$ cat src/rtl/red_pitaya_fads_event_fifo.sv
// Event FIFO for FADS droplet records, read and popped over the sys bus.
// Define FADS_EVENT_TIMESTAMP_EN to store a free-running cycle timestamp with each entry.
module red_pitaya_fads_event_fifo #(
   parameter int unsigned DEPTH_LOG2 = 4,
   parameter int unsigned DWT        = 14
)(
   input  logic            adc_clk_i,
   input  logic            adc_rst_i,
   input  logic            evt_valid_i,
   input  logic [31:0]     evt_width_i,
   input  logic [DWT-1:0]  evt_intensity_i,
   input  logic            evt_sorted_i,
   input  logic [31:0]     sys_addr,
   input  logic [31:0]     sys_wdata,
   input  logic [3:0]      sys_sel,
   input  logic            sys_wen,
   input  logic            sys_ren,
   output logic [31:0]     sys_rdata,
   output logic            sys_err,
   output logic            sys_ack
);

   localparam int unsigned         DEPTH      = 2**DEPTH_LOG2;
   localparam logic [DEPTH_LOG2:0] COUNT_FULL = (DEPTH_LOG2+1)'(DEPTH);

   localparam logic [19:0] ADDR_STATUS = 20'h00000;
   localparam logic [19:0] ADDR_OVFCNT = 20'h00004;
   localparam logic [19:0] ADDR_CTRL   = 20'h00008;
   localparam logic [19:0] ADDR_WIDTH  = 20'h00010;
   localparam logic [19:0] ADDR_INTEN  = 20'h00014;
   localparam logic [19:0] ADDR_TSTAMP = 20'h00018;
   localparam logic [19:0] ADDR_POP    = 20'h0001C;

   logic [DEPTH_LOG2-1:0] wr_ptr_q, wr_ptr_d;
   logic [DEPTH_LOG2-1:0] rd_ptr_q, rd_ptr_d;
   logic [DEPTH_LOG2:0]   count_q, count_d;
   logic                  ovf_q, ovf_d;
   logic [31:0]           ovf_cnt_q, ovf_cnt_d;
   logic [31:0]           rdata_q, rdata_d;
   logic                  ack_q;
   logic                  err_q;

   logic [31:0]           width_mem [DEPTH];
   logic [DWT-1:0]        inten_mem [DEPTH];
   logic [DEPTH-1:0]      sorted_mem;

   logic [19:0] addr;
   logic        ctrl_wr, flush, clr_ovf, pop_req;
   logic        empty, full;
   logic        do_push, do_pop, ovf_evt;
   logic [31:0] head_width;
   logic [13:0] head_inten;
   logic        head_sorted;
   logic [31:0] head_tstamp;

   logic unused_bits;
   assign unused_bits = ^{sys_sel, sys_addr[31:20], sys_wdata[31:2]};

   assign addr    = sys_addr[19:0];
   assign ctrl_wr = sys_wen && (addr == ADDR_CTRL);
   assign flush   = ctrl_wr && sys_wdata[0];
   assign clr_ovf = ctrl_wr && sys_wdata[1];
   assign pop_req = sys_wen && (addr == ADDR_POP);

   assign empty = (count_q == '0);
   assign full  = (count_q == COUNT_FULL);

   // Flush overrides both push and pop; a pop on a full FIFO frees the slot for a same-cycle push.
   assign do_pop  = pop_req && !flush && !empty;
   assign do_push = evt_valid_i && !flush && (!full || do_pop);
   assign ovf_evt = evt_valid_i && !flush && full && !do_pop;

   always_comb begin
      wr_ptr_d  = wr_ptr_q;
      rd_ptr_d  = rd_ptr_q;
      count_d   = count_q;
      ovf_d     = ovf_q;
      ovf_cnt_d = ovf_cnt_q;

      if (flush) begin
         wr_ptr_d = '0;
         rd_ptr_d = '0;
         count_d  = '0;
      end else begin
         if (do_push) wr_ptr_d = wr_ptr_q + DEPTH_LOG2'(1);
         if (do_pop)  rd_ptr_d = rd_ptr_q + DEPTH_LOG2'(1);
         case ({do_push, do_pop})
            2'b10:   count_d = count_q + (DEPTH_LOG2+1)'(1);
            2'b01:   count_d = count_q - (DEPTH_LOG2+1)'(1);
            default: count_d = count_q;
         endcase
      end

      if (clr_ovf) begin
         ovf_d     = 1'b0;
         ovf_cnt_d = '0;
      end else if (ovf_evt) begin
         ovf_d = 1'b1;
         if (ovf_cnt_q != 32'hFFFF_FFFF) ovf_cnt_d = ovf_cnt_q + 32'd1;
      end
   end

`ifdef FADS_EVENT_TIMESTAMP_EN
   logic [31:0] tstamp_q;
   logic [31:0] tstamp_mem [DEPTH];

   always_ff @(posedge adc_clk_i) begin
      if (adc_rst_i) tstamp_q <= '0;
      else           tstamp_q <= tstamp_q + 32'd1;
   end

   always_ff @(posedge adc_clk_i) begin
      if (!adc_rst_i && do_push) tstamp_mem[wr_ptr_q] <= tstamp_q;
   end

   assign head_tstamp = empty ? 32'd0 : tstamp_mem[rd_ptr_q];
`else
   assign head_tstamp = 32'd0;
`endif

   // Storage has no reset; validity is carried entirely by the pointers and count.
   always_ff @(posedge adc_clk_i) begin
      if (!adc_rst_i && do_push) begin
         width_mem[wr_ptr_q]  <= evt_width_i;
         inten_mem[wr_ptr_q]  <= evt_intensity_i;
         sorted_mem[wr_ptr_q] <= evt_sorted_i;
      end
   end

   assign head_width  = empty ? 32'd0 : width_mem[rd_ptr_q];
   assign head_inten  = empty ? 14'd0 : 14'($signed(inten_mem[rd_ptr_q]));
   assign head_sorted = empty ? 1'b0  : sorted_mem[rd_ptr_q];

   always_comb begin
      rdata_d = '0;
      if (sys_ren) begin
         case (addr)
            ADDR_STATUS: rdata_d = {13'b0, ovf_q, full, empty, 16'(count_q)};
            ADDR_OVFCNT: rdata_d = ovf_cnt_q;
            ADDR_WIDTH:  rdata_d = head_width;
            ADDR_INTEN:  rdata_d = {head_sorted, 17'b0, head_inten};
            ADDR_TSTAMP: rdata_d = head_tstamp;
            default:     rdata_d = '0;
         endcase
      end
   end

   always_ff @(posedge adc_clk_i) begin
      if (adc_rst_i) begin
         wr_ptr_q  <= '0;
         rd_ptr_q  <= '0;
         count_q   <= '0;
         ovf_q     <= 1'b0;
         ovf_cnt_q <= '0;
         rdata_q   <= '0;
         ack_q     <= 1'b0;
         err_q     <= 1'b0;
      end else begin
         wr_ptr_q  <= wr_ptr_d;
         rd_ptr_q  <= rd_ptr_d;
         count_q   <= count_d;
         ovf_q     <= ovf_d;
         ovf_cnt_q <= ovf_cnt_d;
         rdata_q   <= rdata_d;
         ack_q     <= sys_wen || sys_ren;
         err_q     <= 1'b0;
      end
   end

   assign sys_rdata = rdata_q;
   assign sys_ack   = ack_q;
   assign sys_err   = err_q;

endmodule

$ cat config.mk
export PLATFORM = sky130hd
export DESIGN_NAME = red_pitaya_fads_event_fifo
export DESIGN_NICKNAME = d
export VERILOG_FILES = /design/src/rtl/red_pitaya_fads_event_fifo.sv
export SDC_FILE = /design/constraint.sdc
export NUM_CORES = 1
export LEC_CHECK = 0
export BUFFER_PORTS_ARGS = -buffer_cell sky130_fd_sc_hd__buf_2
export CORE_MARGIN = 3
export CORE_UTILIZATION = 55
export DETAILED_ROUTE_END_ITERATION = 7
export PLACE_DENSITY = 0.78
export SYNTH_ARGS = -nofsm -noshare
export SYNTH_HDL_FRONTEND = slang
export SYNTH_SLANG_ARGS = --single-unit
export TNS_END_PERCENT = 1
$ cat constraint.sdc
create_clock -name adc_clk_i -period 6.9 [get_ports adc_clk_i]
set_input_delay 2.07 -clock adc_clk_i [delete_from_list [all_inputs] [get_ports adc_clk_i]]
set_output_delay 2.07 -clock adc_clk_i [all_outputs]
set_load 0.01 [all_outputs]
### Word-level counts from Yosys, hierarchy flattened

Memories as Yosys holds them, arrays and structs flattened. A register that Yosys moved wholly into a read port is not among the register bits.
Cells that the tools add are included.

| storage, ports and cells | value |
|---|---|
| bits in registers | 95 |
| memory bits (writable) | 736 |
| bits of input ports | 120 |
| output and inout bits | 34 |
| word-level logic and storage cells | 70 |
| memories | 2 |

Memory list:

| name | depth | width | read ports | clocked after memory_dff | wr ports | line | text |
|---|---|---|---|---|---|---|---|
| width_mem | 16 | 32 | 1 | 1 | 1 | 43 | `logic [31:0] width_mem [DEPTH];` |
| inten_mem | 16 | 14 | 1 | 1 | 1 | 44 | `logic [DWT-1:0] inten_mem [DEPTH];` |

| cells by class | value |
|---|---|
| add/sub/neg operators | 5 |
| magnitude comparators | 3 |
| equal/unequal tests | 9 |
| mux-type cells | 16 |
| bitwise operators | 1 |
| reduce and logical (&&, ||, !) cells | 26 |

Operators by type and width:

| operator | number |
|---|---|
| 32-bit one-hot mux with 4 select lines | 1 |
| 20-bit by 5-bit equality test with 1-bit output, second input constant | 3 |
| 32-bit by 1-bit adder with 32-bit output, second input constant | 1 |
| 32-bit 2-to-1 mux | 1 |
| 32-bit inequality test, second input constant | 1 |
| 20-bit by 3-bit equality test with 1-bit output, second input constant | 1 |
| 20-bit by 4-bit equality test with 1-bit output, second input constant | 1 |
| 20-bit logical NOT | 1 |
| 16-bit bitwise mux | 1 |
| 4-bit 2-to-1 mux | 4 |
| 14-bit 2-to-1 mux | 1 |
| 1-bit logical AND | 12 |
| 4-bit by 5-bit < comparator with 1-bit output, second input constant | 2 |
| 5-bit one-hot mux with 2 select lines | 1 |
| 4-bit by 1-bit adder with 4-bit output, second input constant | 2 |
| 2-bit OR reduction | 3 |
| 5-bit by 1-bit adder with 5-bit output, second input constant | 1 |
| 5-bit equality test, second input constant | 1 |
| 1-bit logical NOT | 5 |
| 5-bit logical NOT | 1 |
| 1-bit 2-to-1 mux | 5 |
| 5-bit by 1-bit subtractor with 5-bit output, second input constant | 1 |
| 1-bit binary-select mux with 4-bit select | 1 |
| 1-bit demux with 4-bit select | 1 |
| other kinds (7) | 8 |

### Depth between registers and ports, before layout

Gate-level depths: netlist of the first run.

| logic depth | value |
|---|---|
| word-level depth | 11 |
| gate-level depth with buffers | 11 |
| depth with buffers taken out | 10 |

### Least setup slack after synthesis of the first run

Ideal clock, no wire load.

| path | value |
|---|---|
| kind | input-to-reg |
| start | input sys_addr[6] |
| end | memory inten_mem[0][0], enable pin |
| data arrival time | 6.578 ns |
| required time | 6.390 ns |
| setup slack | -0.187 ns |
| stages | 7 |
| buffers on the path | 0 |
| cells stage by stage | nor4_2 > nand4_1 > nor3_2 > o21ai_1 > nor2_1 > nand2_1 > nor3_1 |

| on the way | value |
|---|---|
| longest elaborated chain between the ends | 11 |
| elaborated cells between the ends (all ways) | 14 |
| those cells by class | eq/ne (2); mux (2); reduce/logical (10) |

Ends and longest elaborated chain:

| element | line | text |
|---|---|---|
| from (decl) | 13 | `input logic [31:0] sys_addr,` |
| 20-bit by 4-bit equality test with 1-bit output | 60 | `assign ctrl_wr = sys_wen && (addr == ADDR_CTRL);` |
| 1-bit logical AND | 60 |  |
| 1-bit logical AND | 61 | `assign flush = ctrl_wr && sys_wdata[0];` |
| 1-bit logical NOT | 69, 70 |  |
| 1-bit logical AND (2 in a row) | 69 | `assign do_pop = pop_req && !flush && !empty;` |
| 1-bit logical OR | 70 | `assign do_push = evt_valid_i && !flush && (!full \|\| do_pop);` |
| 1-bit logical AND (*) | 70 |  |
| 1-bit logical AND (*) | 123 | `if (!adc_rst_i && do_push) begin` |
| 1-bit 2-to-1 mux (*) | 123 |  |
| 1-bit 2-to-1 mux (not written as such) (*) | 125 | `inten_mem[wr_ptr_q] <= evt_intensity_i;` |
| to (decl) | 44 |  |

Every way passes the cells marked *; elsewhere a longest branch is shown, timed or not.

### Worst setup path after layout of the first run

| path | value |
|---|---|
| start | input sys_addr[6] |
| end | memory width_mem[12][2], enable pin |

| on the way | value |
|---|---|
| longest elaborated chain between the ends | 11 |
| elaborated cells between the ends (all ways) | 14 |
| those cells by class | eq/ne (2); mux (2); reduce/logical (10) |

Ends and longest elaborated chain:

| element | line | text |
|---|---|---|
| 20-bit by 4-bit equality test with 1-bit output | 60 |  |
| 1-bit logical AND | 60 |  |
| 1-bit logical AND | 61 |  |
| 1-bit logical NOT | 69, 70 |  |
| 1-bit logical AND (2 in a row) | 69 |  |
| 1-bit logical OR | 70 |  |
| 1-bit logical AND (*) | 70 |  |
| 1-bit logical AND (*) | 123 |  |
| 1-bit 2-to-1 mux (*) | 123 |  |
| 1-bit 2-to-1 mux (not written as such) (*) | 124 | `width_mem[wr_ptr_q] <= evt_width_i;` |
| to (decl) | 43 |  |

Marked as above.

==> results.txt, run 1 <==
outcome -> finished clean
post-synth top area cell -> edfxtp_1
Fmax -> 216 MHz
Area Overhead vs Synth -> 12.6%
drt total wl -> 72.4 mm
Post-Layout Cell Count -> 2,513
initial antenna violation count -> 10
total track usage -> 24.3%
full die area -> 61,400 µm²
required time worst endpoint -> 7.20 ns
vias in the first global route -> 16.7k
setup bufs post-CTS -> 0
CP arrival -> 4.93 ns
Mapped Nets -> 1,677
first-pass GRT wire length -> 108 mm
Worst R2R Path Depth -> 8
Placer Congestion -> 0.864
post-CTS sizing -> 0
core area -> 57,100 µm²
Synth Warn # -> 0
CP endpoint kind -> flop
Worst Tran Pin Value -> 1.01 ns
starting DRC count in detailed routing -> 1,636
Placed Area -> 33,700 µm²
CP Max Fanout -> 32
CP startpoint -> sys_addr[6]
Hold Buf Count CTS -> 0
dpl cells -> 2,362
Leakage -> 11.1 nW
CTS Buf Count -> 82
RSZ-0062 raised after global routing -> no
Clk pin slew, worst setup/hold paths -> 0.06 ns
largest net degree at the start of global routing -> 105
Final period util -> 67.1%
DRC -> 0
Clock Sinks -> 835
Peak supply drop -> 0.190 mV
Seq/Total Area, Yosys -> 75.4%
worst min-delay path class -> flop to flop
CTS tree -> built
Die W -> 248 µm
Ports -> 154
Initial Util -> 56.3%
minimum clock period -> 4.63 ns
Max-slew headroom -> 32.1%
Yosys reg bits -> 835
drt pass-1 iters -> 5
worst reg2reg path startpoint -> count_q[1]
H-tree levels -> 3
Vias/cell -> 6.41
total number of vias -> 16.1k
max cap viols -> 0
Hold Path Depth -> 2
total gr overflow -> 0
mean instance size in the synthesized netlist -> 20.8 µm²
Clock Skew -> 0.0287 ns
Final Hold Slack -> 0.486 ns
Synth area leaders -> edfxtp_1 (70%), mux4_2 (15%), dfxtp_1 (5.2%), nor2_1 (0.93%), xor2_1 (0.74%)
WS Path Type -> input port to flop
setup total negative slack -> 0 ns
Max clock buf depth -> 3
Post-synth ARST share -> 0%
Die Height -> 248 µm
beginning of the worst hold path -> ovf_q
Slew Viols, Final -> 0
setup violators final -> 0
DR WL/cell -> 28.8 µm
I/O Buffers -> 106
Critical Path Start Type -> input port
Root Buffer -> clkbuf_16
fraction of layout cells with a size suffix above 1 -> 28.9%
Nets -> 1,818
hpwl dp -> 38.3 mm
worst skew pair latency -> 0.64 ns
Netlist cell types -> 56
Tot Pwr -> 0.00990 W
Cell Area, Synth -> 32,100 µm²
number of core rows -> 87
Power Density -> 273 nW/µm²
Post-synth EDFFs -> 752
Yosys top cell area share -> 70.2%
Final Cell Area -> 36,200 µm²
cell count after synthesis -> 1,549
endpoints failing hold -> 0
top_reg_cell synth -> edfxtp_1
Routed Antenna Nets -> 0
[state kept, by name, indices dropped and copies added, names as in the netlist, named ones only]
| signal | count |
|---|---|
| width_mem | 512 |
| inten_mem | 224 |
| ovf_cnt_q | 32 |
| sys_rdata | 32 |
| sorted_mem | 16 |
| count_q | 5 |
| rd_ptr_q | 4 |
| wr_ptr_q | 4 |
| ovf_q | 1 |
| sys_ack | 1 |
[critical path, cell delays in order]
cell and delay, ns:
buf_2 0.11, nor4_2 0.30, nand4_1 0.20, nor3_2 0.50, o21ai_1 0.18, nor2_1 0.24, nand2_1 0.29, nor2_4 0.66
buf_12 0.35
[final cells by class]
type                    instances  area (µm²)
well taps                     756         946
flip-flops and latches        835       24300
diodes                          3        7.51
multi-input cells             627        7590
inverters                       8        30.0
repair buffers                136         906
fillers                      3665       20900
clock buffers                 102        2130
clock inverters                46         339
[per-stage QoR]
stage / setup slack (ns) / utilization, %
after global routing: 2.00 / 63.3
after global placement: 1.69 / 59.0
after CTS: 2.28 / 63.3
after detailed placement: 1.64 / 59.0
after floorplan: -0.186 / -
final: 2.27 / 63.3
[Yosys cell counts (4+ instances only)]
cell type	n
xor2_1	27
ha_1	8
buf_1	5
nand2_1	37
or3_1	10
xnor2_1	4
nand2b_1	13
o21ai_0	20
a32oi_1	5
o22ai_1	10
nor2_1	80
a21oi_1	39
a22oi_1	27
nor3_1	9
nor3_2	8
and3_1	12
mux2i_1	4
inv_1	8
dfxtp_1	83
o21ai_1	6
buf_2	25
nand3_1	16
or4_1	4
edfxtp_1	752
clkbuf_1	38
nand4_1	19
o211ai_1	10
mux4_2	221
buf_6	5
[final timing paths]
| check | endpoint | slack (ns) |
|---|---|---|
| max | width_mem[12][2] | 2.27 |
| min reg2reg | ovf_q | 0.49 |
| max reg2reg | width_mem[12][2] | 3.35 |
| min | ovf_q | 0.49 |
[cell families (layout without fill, tap and decap cells)]
group	after synthesis	count (layout)	share of synthesized area, %
DFF	835	835	75.4
and+or+nand+nor	232	232	3.90
muxes	226	226	15.6
AOI/OAI and AO/OA	129	129	2.54
buffers and inverters	87	292	1.33
xor gates and xnor gates	31	31	0.845
adders and majority gates	8	8	0.311
other	1	4	0.0117
[routing by layer]
layer	track usage, %	part of all wire [%]	vias up
met4	9.78	3.0	6
met3	5.29	9.5	149
met1	33.3	38	8349
li1	-	-	6726
met5	0	0.054	-
met2	38.7	50	879
[power by group]
part	internal (W)	switching, W
Sequential	0.00554	0.0000147
Clock	0.00225	0.00188
Combinational	0.0000604	0.000150
Total	0.00786	0.00204
[cell usage in the layout (no fill, tap or decap), drive strengths merged, types with 3 or more instances in the layout]
cell | synthesis | routed
clkinv | 0 | 35
xor2 | 27 | 27
nand3 | 16 | 16
dfxtp | 83 | 83
a21oi | 39 | 39
and3 | 12 | 12
nor2 | 80 | 80
a31o | 3 | 3
nor3 | 18 | 18
mux2i | 4 | 4
clkbuf | 41 | 102
nand4 | 21 | 21
edfxtp | 752 | 752
o211ai | 10 | 10
diode | 0 | 3
a22oi | 27 | 27
o22ai | 10 | 10
or3 | 11 | 11
o21ai | 26 | 26
nand2 | 37 | 37
a32oi | 5 | 5
inv | 8 | 13
clkinvlp | 0 | 5
xnor2 | 4 | 4
nor4 | 7 | 7
or4 | 4 | 4
buf | 38 | 136
mux4 | 221 | 221
and4 | 3 | 3
and2 | 3 | 3
nand2b | 13 | 13
ha | 8 | 8
No activity file was read; power rests on OpenSTA's default activity.
==> run 2, diff against run 1 <==
==> constraint.sdc (replaced) <==
create_clock -name adc_clk_i -period 3.9 [get_ports adc_clk_i]
set_input_delay 1.17 -clock adc_clk_i [delete_from_list [all_inputs] [get_ports adc_clk_i]]
set_output_delay 1.17 -clock adc_clk_i [all_outputs]
set_load 0.01 [all_outputs]
==> run 2 against run 1 <==
Power up 79%. Sequential power up 77%. First-iteration DRC count up 21%. Cell count up 1.1%. Clock power up 82%.
==> results.txt, run 2 (same netlist as run 1, synthesis figures left out) <==
outcome -> finished clean
total number of vias -> 16.5k (+2.3%)
fraction of layout cells with a size suffix above 1 -> 30.5% (+1.6 points)
worst min-delay path class -> flop to flop
CP arrival -> 3.36 ns (-1.57 ns)
Max clock buf depth -> 3 (unchanged)
Clock Sinks -> 835 (unchanged)
minimum clock period -> 3.09 ns
Largest register FFs -> 512 (unchanged)
CP Max Fanout -> 47 (+47%)
Critical Path Start Type -> input port
drt total wl -> 75.7 mm (+4.6%)
post-CTS sizing -> 0 (unchanged)
switching share of power -> 20.3% (-0.29 points)
Clock Skew -> 0.0237 ns (-0.00502 ns)
Clk network pwr share -> 42.4% (+0.7 points)
Leakage -> 11.4 nW (+2.2%)
starting DRC count in detailed routing -> 1,973 (+21%)
CP delay by family, top -> simple AND/OR/NAND/NOR gates
worst path cell trace -> buf_2, nor4_4, nand4_1, nor3_4, o21ai_2, nor2_2, nand2_1, nor3_4, buf_12
Worst Tran Pin Value -> 0.665 ns (-0.349 ns)
Comb pwr share -> 2.2% (about the same)
I/O Buffers -> 106 (unchanged)
Nets -> 1,843 (+1.4%)
Worst Path Buf+Inv -> 2 (unchanged)
H-tree levels -> 3 (unchanged)
register with the most flip-flops -> width_mem
Placer Congestion -> 0.871 (+0.79%)
Die Height -> 248 µm (unchanged)
Slew Viols, Final -> 0 (unchanged)
Vias/cell -> 6.49 (+1.2%)
total track usage -> 25.4% (+1.1 points)
Clk pin slew, worst setup/hold paths -> 0.06 ns (about the same)
number of core rows -> 87 (unchanged)
hpwl dp -> 40.5 mm (+5.7%)
largest net degree at the start of global routing -> 48 (-54%)
DRC -> 0 (unchanged)
Peak supply drop -> 0.318 mV (+67%)
full die area -> 61,400 µm² (unchanged)
drt pass-1 iters -> 5 (unchanged)
setup violators final -> 0 (unchanged)
setup total negative slack -> 0 ns (unchanged)
required time worst endpoint -> 4.16 ns (-3.04 ns)
Internal Power -> 0.0141 W (+80%)
Top Registers -> width_mem (512), inten_mem (224)
CTS tree -> built
WS Path Type -> input port to flop
Hold Buf Count CTS -> 0 (unchanged)
Final Hold Slack -> 0.469 ns (-0.0174 ns)
Routed Antenna Nets -> 0 (unchanged)
slowest CP cell -> buf_12
RSZ-0062 raised after global routing -> no
initial antenna violation count -> 7 (-3)
max cap viols -> 0 (unchanged)
CP endpoint kind -> flop
total gr overflow -> 0 (unchanged)
Initial Util -> 56.3% (unchanged)
Max-slew headroom -> 55.7% (+24 points)
slowest cell delay on critical path -> 0.37 ns (-0.29 ns)
vias in the first global route -> 17.3k (+3.7%)
dpl cells -> 2,391 (+1.2%)
Power Density -> 483 nW/µm² (+77%)
commonest non-fill, non-tap cells in the layout -> edfxtp_1 (752), mux4_2 (221), buf_2 (106)
commonest non-fill, non-tap cell in the layout -> edfxtp_1
setup bufs post-CTS -> 0 (unchanged)
Area Overhead vs Synth -> 14.3%
CTS Buf Count -> 78 (-4.9%)
sequential share of power -> 55.4% (-0.7 points)
Die W -> 248 µm (unchanged)
Final period util -> 79.3%
NetSw -> 0.00361 W (+77%)
endpoints failing hold -> 0 (unchanged)
Fmax -> 323 MHz
first-pass GRT wire length -> 113 mm (+4.3%)
Post-Layout Cell Count -> 2,540 (+1.1%)
worst skew pair latency -> 0.63 ns (about the same)
DR WL/cell -> 29.8 µm (+3.5%)
Ports -> 154 (unchanged)
CP most frequent cell -> nor3_4
Root Buffer -> clkbuf_16
core area -> 57,100 µm² (unchanged)
run 2: final timing paths:
| check | from | endpoint | slack [ns] | depth (start not counted) |
|---|---|---|---|---|
| worst max-delay path | sys_addr[1] | width_mem[3][14] | 0.81 | 9 |
| worst min-delay path | ovf_q | ovf_q | 0.47 | 2 |
| worst max register to register | flop | sys_rdata[1] | 1.07 | 6 |
| worst min register to register | ovf_q | ovf_q | 0.47 | 2 |
run 2: worst register-to-register path: cells and delay by family, from the launching register on:
kind	cells	cell delay, ns
compound gates	2	0.34
buf+inv	2	0.70
flops	1	0.52
mux	2	1.14
run 2: cell type report:
cell class	instances	area (µm²)
Sequential cell	835	24300
Timing Repair Buffer	165	1350
Tap cell	756	946
Clock inverter	58	507
Antenna cell	3	7.51
Clock buffer	88	2010
Fill cell	3590	20400
Multi-Input combinational cell	627	7630
Inverter	8	30.0
run 2: metrics by stage:
stage | util, % | total power [W] | area [µm²] | setup slack (ns)
after global routing | 64.3 | 0.0182 | 36700 | 0.673
after CTS | 64.3 | 0.0178 | 36700 | 0.829
after detailed placement | 59.9 | 0.0104 | 34200 | 0.203
after global placement | 59.9 | 0.0104 | 34200 | 0.224
final | 64.3 | 0.0177 | 36700 | 0.808
after floorplan | - | 0.0102 | 32200 | -0.241
run 2: power groups by stage:
| stage | combinational [W] | sequential (W) | clock, W |
|---|---|---|---|
| 2_1_floorplan | 0.000155 | 0.0100 | 0 |
| 5_1_grt | 0.000418 | 0.00983 | 0.00796 |
| 4_1_cts | 0.000384 | 0.00983 | 0.00762 |
| 3_5_place_dp | 0.000377 | 0.0100 | 0 |
| 3_3_place_gp | 0.000356 | 0.0100 | 0 |
| 6_report | 0.000387 | 0.00983 | 0.00752 |
run 2: metal layers:
| layer | wire length, µm | part of all wire [%] | track usage, % |
|---|---|---|---|
| met5 | 62 | 0.082 | 0 |
| met4 | 2720 | 3.6 | 10.1 |
| met3 | 7070 | 9.3 | 5.88 |
| met2 | 37700 | 50 | 41.5 |
| met1 | 28200 | 37 | 33.7 |
